--- src/rtl/serial_subtractor.sv ---
// serial_subtractor
//   Digit-serial subtractor: computes X - Y - bin over WIDTH bits, DIGIT bits
//   per clock, LSB first, with a registered borrow between digits. X/Y are
//   in_a/in_b, or in_b/in_a when in_mode=1. One operation takes N=WIDTH/DIGIT
//   RUN cycles followed by a single DONE cycle.
//
// Parameters
//   WIDTH  operand/result width, >= 2, multiple of DIGIT
//   DIGIT  bits processed per RUN cycle, 1..WIDTH
//
// Ports
//   in_clk      clock, rising edge
//   in_rst      asynchronous active-high reset
//   in_start    start request, honoured only in IDLE or DONE
//   in_mode     0: in_a - in_b, 1: in_b - in_a (latched at start)
//   in_a, in_b  operands (latched at start)
//   in_borrow   initial borrow-in (latched at start)
//   out_busy    high while in RUN
//   out_done    one-cycle pulse, result valid
//   out_sub     difference
//   out_borrow  final borrow-out (unsigned underflow)
//   out_zero    out_sub == 0
//   out_ovf     two's-complement overflow
module serial_subtractor #(
    parameter int WIDTH = 8,
    parameter int DIGIT = 1
) (
    input  logic             in_clk,
    input  logic             in_rst,
    input  logic             in_start,
    input  logic             in_mode,
    input  logic [WIDTH-1:0] in_a,
    input  logic [WIDTH-1:0] in_b,
    input  logic             in_borrow,
    output logic             out_busy,
    output logic             out_done,
    output logic [WIDTH-1:0] out_sub,
    output logic             out_borrow,
    output logic             out_zero,
    output logic             out_ovf
);

    localparam int N  = WIDTH / DIGIT;
    localparam int CW = (N > 1) ? $clog2(N) : 1;

    typedef enum logic [1:0] {
        S_IDLE,
        S_RUN,
        S_DONE
    } state_t;

    state_t state, state_next;

    logic [WIDTH-1:0]       x_sr;        // effective minuend, shifted right each RUN cycle
    logic [WIDTH-1:0]       y_sr;        // effective subtrahend, shifted right each RUN cycle
    logic [WIDTH-1:0]       res_sr;      // result, digits enter at the MSB end
    logic                   brw;         // borrow carried between digits
    logic [CW-1:0]          cnt;
    logic                   x_msb;       // operand sign bits, needed for overflow after shifting out
    logic                   y_msb;

    logic [DIGIT-1:0]       digit_diff;
    logic                   digit_bout;
    logic                   chain_b;
    logic [WIDTH+DIGIT-1:0] res_cat;
    logic [WIDTH-1:0]       res_next;
    logic                   last;
    logic                   load;

    // Ripple of full-subtract cells across the low digit.
    always_comb begin
        digit_diff = '0;
        chain_b    = brw;
        for (int unsigned i = 0; i < DIGIT; i++) begin
            digit_diff[i] = x_sr[i] ^ y_sr[i] ^ chain_b;
            chain_b       = (~x_sr[i] & y_sr[i]) | (~(x_sr[i] ^ y_sr[i]) & chain_b);
        end
        digit_bout = chain_b;
    end

    // Concatenate-then-slice keeps the shift legal when DIGIT == WIDTH.
    assign res_cat  = {digit_diff, res_sr};
    assign res_next = res_cat[WIDTH+DIGIT-1:DIGIT];

    assign last = (cnt == CW'(N - 1));
    assign load = in_start && ((state == S_IDLE) || (state == S_DONE));

    always_ff @(posedge in_clk or posedge in_rst) begin
        if (in_rst) begin
            state <= S_IDLE;
        end else begin
            state <= state_next;
        end
    end

    always_comb begin
        state_next = state;
        case (state)
            S_IDLE:  if (in_start) state_next = S_RUN;
            S_RUN:   if (last)     state_next = S_DONE;
            S_DONE:  state_next = in_start ? S_RUN : S_IDLE;
            default: state_next = S_IDLE;
        endcase
    end

    assign out_busy = (state == S_RUN);
    assign out_done = (state == S_DONE);

    always_ff @(posedge in_clk or posedge in_rst) begin
        if (in_rst) begin
            x_sr       <= '0;
            y_sr       <= '0;
            res_sr     <= '0;
            brw        <= 1'b0;
            cnt        <= '0;
            x_msb      <= 1'b0;
            y_msb      <= 1'b0;
            out_sub    <= '0;
            out_borrow <= 1'b0;
            out_zero   <= 1'b0;
            out_ovf    <= 1'b0;
        end else if (load) begin
            x_sr  <= in_mode ? in_b : in_a;
            y_sr  <= in_mode ? in_a : in_b;
            x_msb <= in_mode ? in_b[WIDTH-1] : in_a[WIDTH-1];
            y_msb <= in_mode ? in_a[WIDTH-1] : in_b[WIDTH-1];
            brw   <= in_borrow;
            cnt   <= '0;
        end else if (state == S_RUN) begin
            x_sr   <= x_sr >> DIGIT;
            y_sr   <= y_sr >> DIGIT;
            res_sr <= res_next;
            brw    <= digit_bout;
            cnt    <= cnt + CW'(1);
            if (last) begin
                out_sub    <= res_next;
                out_borrow <= digit_bout;
                out_zero   <= (res_next == '0);
                out_ovf    <= (x_msb != y_msb) && (res_next[WIDTH-1] != x_msb);
            end
        end
    end

endmodule

--- config.mk ---
export PLATFORM = sky130hd
export DESIGN_NAME = serial_subtractor
export DESIGN_NICKNAME = d
export VERILOG_FILES = /design/src/rtl/serial_subtractor.sv
export SDC_FILE = /design/constraint.sdc
export NUM_CORES = 1
export LEC_CHECK = 0
export ABC_AREA = 1
export BUFFER_PORTS_ARGS = -buffer_cell sky130_fd_sc_hd__buf_2
export CORE_UTILIZATION = 35
export CTS_BUF_LIST = sky130_fd_sc_hd__clkbuf_4 sky130_fd_sc_hd__clkbuf_8 sky130_fd_sc_hd__clkbuf_16
export DETAILED_ROUTE_END_ITERATION = 6
export GPL_TIMING_DRIVEN = 0
export PLACE_DENSITY = 0.54
export REMOVE_ABC_BUFFERS = 1
export SYNTH_ARGS = -nofsm -noshare
export SYNTH_HDL_FRONTEND = slang
export SYNTH_SLANG_ARGS = --single-unit
export TNS_END_PERCENT = 50
--- constraint.sdc ---
create_clock -name in_clk -period 3.85 [get_ports in_clk]
set_input_delay 0.5775 -clock in_clk [delete_from_list [all_inputs] [get_ports in_clk]]
set_output_delay 0.5775 -clock in_clk [all_outputs]
set_load 0.05 [all_outputs]
After elaboration in Yosys (flattened, before gate mapping):

Index checks and enable logic that the tools add are counted.

* output and inout bits: 13
* register bits after elaboration: 43
* word-level logic and storage cells: 53

* bitwise logic cells: 8
* multiplexer cells: 16
* add/subtract/negate cells: 1
* equality and inequality tests: 7
* reductions and logical operators: 9

Operator list (number)
* $mux W8: 6
* $logic_not A8 Y1: 1
* $mux W3: 2
* $pmux W2 S3: 1
* $mux W1: 5
* $mux W2: 2
* $reduce_and A2 Y1: 2
* $add A3 B1 Y3 const B: 1
* $eq A3 B3 Y1 const B: 1
* $not A1 Y1: 3
* $reduce_and A3 Y1: 1
* $and A1 B1 Y1: 2
* $eq A2 B1 Y1 const B: 1
* $eq A2 B2 Y1 const B: 1
* $logic_and A1 B1 Y1: 2
* $logic_not A2 Y1: 1
* $ne A1 B1 Y1: 2
* $ne A2 B1 Y1 const B: 1
* $ne A2 B2 Y1 const B: 1
* $reduce_bool A2 Y1: 1
* $xor A1 B1 Y1: 2
* $logic_or A1 B1 Y1: 1
* $or A1 B1 Y1: 1

Longest topological paths before layout:

* depth in word-level cells: 6
* depth in mapped cells: 7

Worst setup path after synthesis:

OpenSTA, ideal clock, no wires.

* path type: register to output
* start: register state[1]
* end: output port out_done
* stages on the path, launching flop included: 3
* required time: 3273 ps
* arrival time: 1074 ps
* setup slack: 2198 ps
* cells stage by stage: dfrtp_1 -> inv_1 -> nor2_1

* longest elaborated chain between the ends: 1

Ends and longest elaborated chain
* from (decl): RTL line 52 `state_t state, state_next;`
* from (signal assigned): RTL line 92 `state <= state_next;`
* $eq A2 B2 Y1: RTL line 107 `assign out_done = (state == S_DONE);`
* to (decl): RTL line 36 `output logic out_done,`

Every way passes these cells.

Final worst setup path:

* start: register state[1]
* end: register x_sr[7]

* longest elaborated chain between the ends: 4
* elaborated cells between the ends (all ways): 7
* classes of those cells: eq/ne (2); mux (1); reduce/logical (4)

Ends and longest elaborated chain
* $eq A2 B2 Y1 or $logic_not A2 Y1 (tied branches): RTL line 86 `assign load = in_start && ((state == S_IDLE) || (state == S_DONE));`
* $logic_or A1 B1 Y1: RTL line 86
* $logic_and A1 B1 Y1: RTL line 86
* $mux W8 or $reduce_bool A2 Y1 (tied branches)
* to (signal assigned): RTL line 123 `x_sr <= in_mode ? in_b : in_a;`
* to (signal assigned): RTL line 130 `x_sr <= x_sr >> DIGIT;`
* to (decl): RTL line 54 `logic [WIDTH-1:0] x_sr;`

Several ways; a longest one is shown, not always the timed one.
A chain may end at the register's enable or synchronous reset.

==> results_dict.tcl <==
set metrics [dict create \
    outcome "completed" \
    cts_resized 0 \
    cts_buffers 5 \
    p_sw_mw 0.861 \
    clock_latency_ns 0.29 \
    slew_viol_final 0 \
    intPower_mw 1.05 \
    grt_pass1_wl_um 6870 \
    syn_area_per_cell_um2 8.03 \
    hpwlAfterDp_um 2650 \
    cts.htree.levels 2 \
    drt_wl_total_um 3930 \
    grt_pass1_vias 1495 \
    ant_nets 0 \
    relSlewSlack_pct 42.4 \
    cts_root_buffer "clkbuf_8" \
    vias 1626 \
    numClockSinks 42 \
    max_freq_ghz 0.508 \
    cts_setup_buffers 0 \
    syn_to_final_growth_pct 14.6 \
    ys_seq_area_share_pct 52.8 \
    antenna_cells 0 \
    rsz0062_at_grt "no" \
    grt_antenna_before_repair 0 \
    synth.distinct_cells 19 \
    drc 0 \
    comb_power_share_pct 44.8 \
    hold_violations 0 \
    cts_hold_buf 0 \
    max_stage_delay_ns 0.63 \
    period_share_pct 51.1 \
    drv_cap 0 \
    track_usage_pct 14.8 \
    finalWeightedCongestion 0.728 \
    fp.dieH_um 77.4 \
    syn_inst 248 \
    ys_seq_elements 42 \
    cp-end-kind "register" \
    p_seq_share_pct 39.6 \
    numPortBuffers 33 \
    hp-class "in2async" \
    cpMostUsedCell "nand2_1" \
    dr.pass1.iters 4 \
    post-route-util_pct 41.4 \
    synth_area_leader_cell "dfrtp_1" \
    synthTopCellsByArea "dfrtp_1 53%, nand2_1 17%, o21ai_0 8.3%, a21oi_1 4.3%, nor2_1 3.6%" \
    fillers 566 \
    fin_nets 302 \
    synth.most_common_cell "nand2_1" \
    rows 27 \
    setup_viol 0 \
    crit_slowest_cell "nand2_1" \
    drive_gt1_share_pct 18.3 \
    skew_ns 0.00485 \
    cts_tree "built" \
    path_cells "inv_1 -> nand2_1 -> nand2_2 -> inv_1 -> nand2_1 -> nand2_1" \
    tightest_slew_ns 0.862 \
    synth_area_um2 1990 \
    required_ns 4.08 \
    synth_edf_count 0 \
    synth_top_flop_cell "dfrtp_1" \
    num_io_pins 34 \
    start_util_pct 36.2 \
    p_leak_nw 1.18 \
    die_w_um 77.4 \
    drt_iter0_drc 155 \
    peakVddDrop_uv 328 \
    cp_data_arrival_time_ns 2.19 \
    clk_pin_slew_ns 0.08 \
    ys_top_cells_by_count "91 x nand2_1, 42 x dfrtp_1, 33 x o21ai_0, 19 x nor2_1" \
    vias_per_cell 4.63 \
    fp.coreArea_um2 5510 \
    clkPwrFrac_pct 15.5 \
    dp.cells 343 \
    swShare_pct 45.1 \
    power_density_nw_per_um2 836 \
    start_kind "register" \
    synth_top_area_share_pct 52.8 \
    wl_per_cell_um 11.2 \
    fin_crit_ns 1.97 \
    grt_max_degree 43 \
    clockBufferDepth 2 \
    crit_fanout 30 \
    die_area_um2 5990 \
    worstSetupPathType "reg2reg" \
    setup_tns_ns 0 \
    synthArstFlopShare_pct 100 \
    yosysWarnings 0 \
    grt_overflow 0 \
    fin_cells 351 \
]
## layout by cell type, fill, tap and decap left out, drive strengths merged
cell	count
a21oi	17
buf	34
clkbuf	6
clkinv	1
clkinvlp	1
dfrtp	42
fa	1
ha	2
inv	20
nand2	94
nand3	3
nor2	21
o211ai	2
o21ai	34
or2	1
## per-stage QoR
stage / power (mW) / worst slack, ns / hold WS, ns / area, µm²
finish: 1.91 / 1.88 / 0.288 / 2280
global route: 2.09 / 1.64 / 0.309 / 2280
CTS: 1.94 / 1.81 / 0.301 / 2280
detailed placement: 1.64 / 1.83 / 0.461 / 2190
global placement: 1.62 / 1.68 / 0.458 / 2170
floorplan: 1.41 / 2.20 / 0.444 / 1910
## registers in the layout, summed over array words and instances, names as in the netlist
signal / flops
out_borrow: 1
x_msb: 1
y_sr: 8
x_sr: 8
cnt: 3
out_ovf: 1
res_sr: 7
out_zero: 1
y_msb: 1
out_sub: 8
state: 2
brw: 1
## cell families (layout without fill, tap and decap cells)
family                   Yosys count  after routing  synth area share (%)
flip-flops                        42             42                  52.8
AO/OA/AOI/OAI                     53             53                  13.6
AND/OR/NAND/NOR                  119            119                  23.6
adder cells (fa/ha/maj)            3              3                  2.26
buffers and inverters             31             62                  7.73
## per-layer routing
| layer | global-route usage [%] | vias up | routed length (µm) |
|---|---|---|---|
| li1 | - | 840 | - |
| met1 | 19.4 | 733 | 1820 |
| met2 | 23.5 | 45 | 1850 |
| met3 | 3.41 | 8 | 205 |
| met4 | 5.66 | 0 | 59 |
| met5 | 0 | - | 0 |
## worst max-delay path: cells and delay by family (launching register included)
| kind | cells | cell delay (ns) |
|---|---|---|
| buffers and inverters | 2 | 0.34 |
| and+or+nand+nor | 4 | 1.17 |
| DFF | 1 | 0.39 |
## power by group through the flow
| stage | logic [mW] | registers [mW] | clock network, mW |
|---|---|---|---|
| global route | 0.977 | 0.786 | 0.329 |
| floorplan | 0.492 | 0.922 | 0 |
| finish | 0.856 | 0.757 | 0.296 |
| detailed placement | 0.875 | 0.768 | 0 |
| CTS | 0.876 | 0.760 | 0.308 |
| global placement | 0.865 | 0.758 | 0 |
## worst paths after layout
kind,depth (start not counted),slack [ns],to,startpoint
setup / recovery,6,1.88,x_sr[7],state[1]
hold reg to reg,2,0.48,out_zero,out_zero
min in group in_clk,2,0.48,out_zero,out_zero
setup reg to reg,6,1.88,x_sr[7],state[1]
max in group asynchronous,3,3.34,y_sr[1],in_rst
hold / removal,3,0.29,out_sub[0],in_rst
## area by class of cell
type	instances	area (µm²)	share of cell area, %
clock buffer	6	82.6	3.62
clock inverter	2	12.5	0.548
inverter	20	75.1	3.29
multi-input combinational	175	786	34.4
sequential	42	1050	46.1
tap	72	90.1	3.95
timing repair buffer	34	185	8.11
Power figures use the tool's default switching activity.
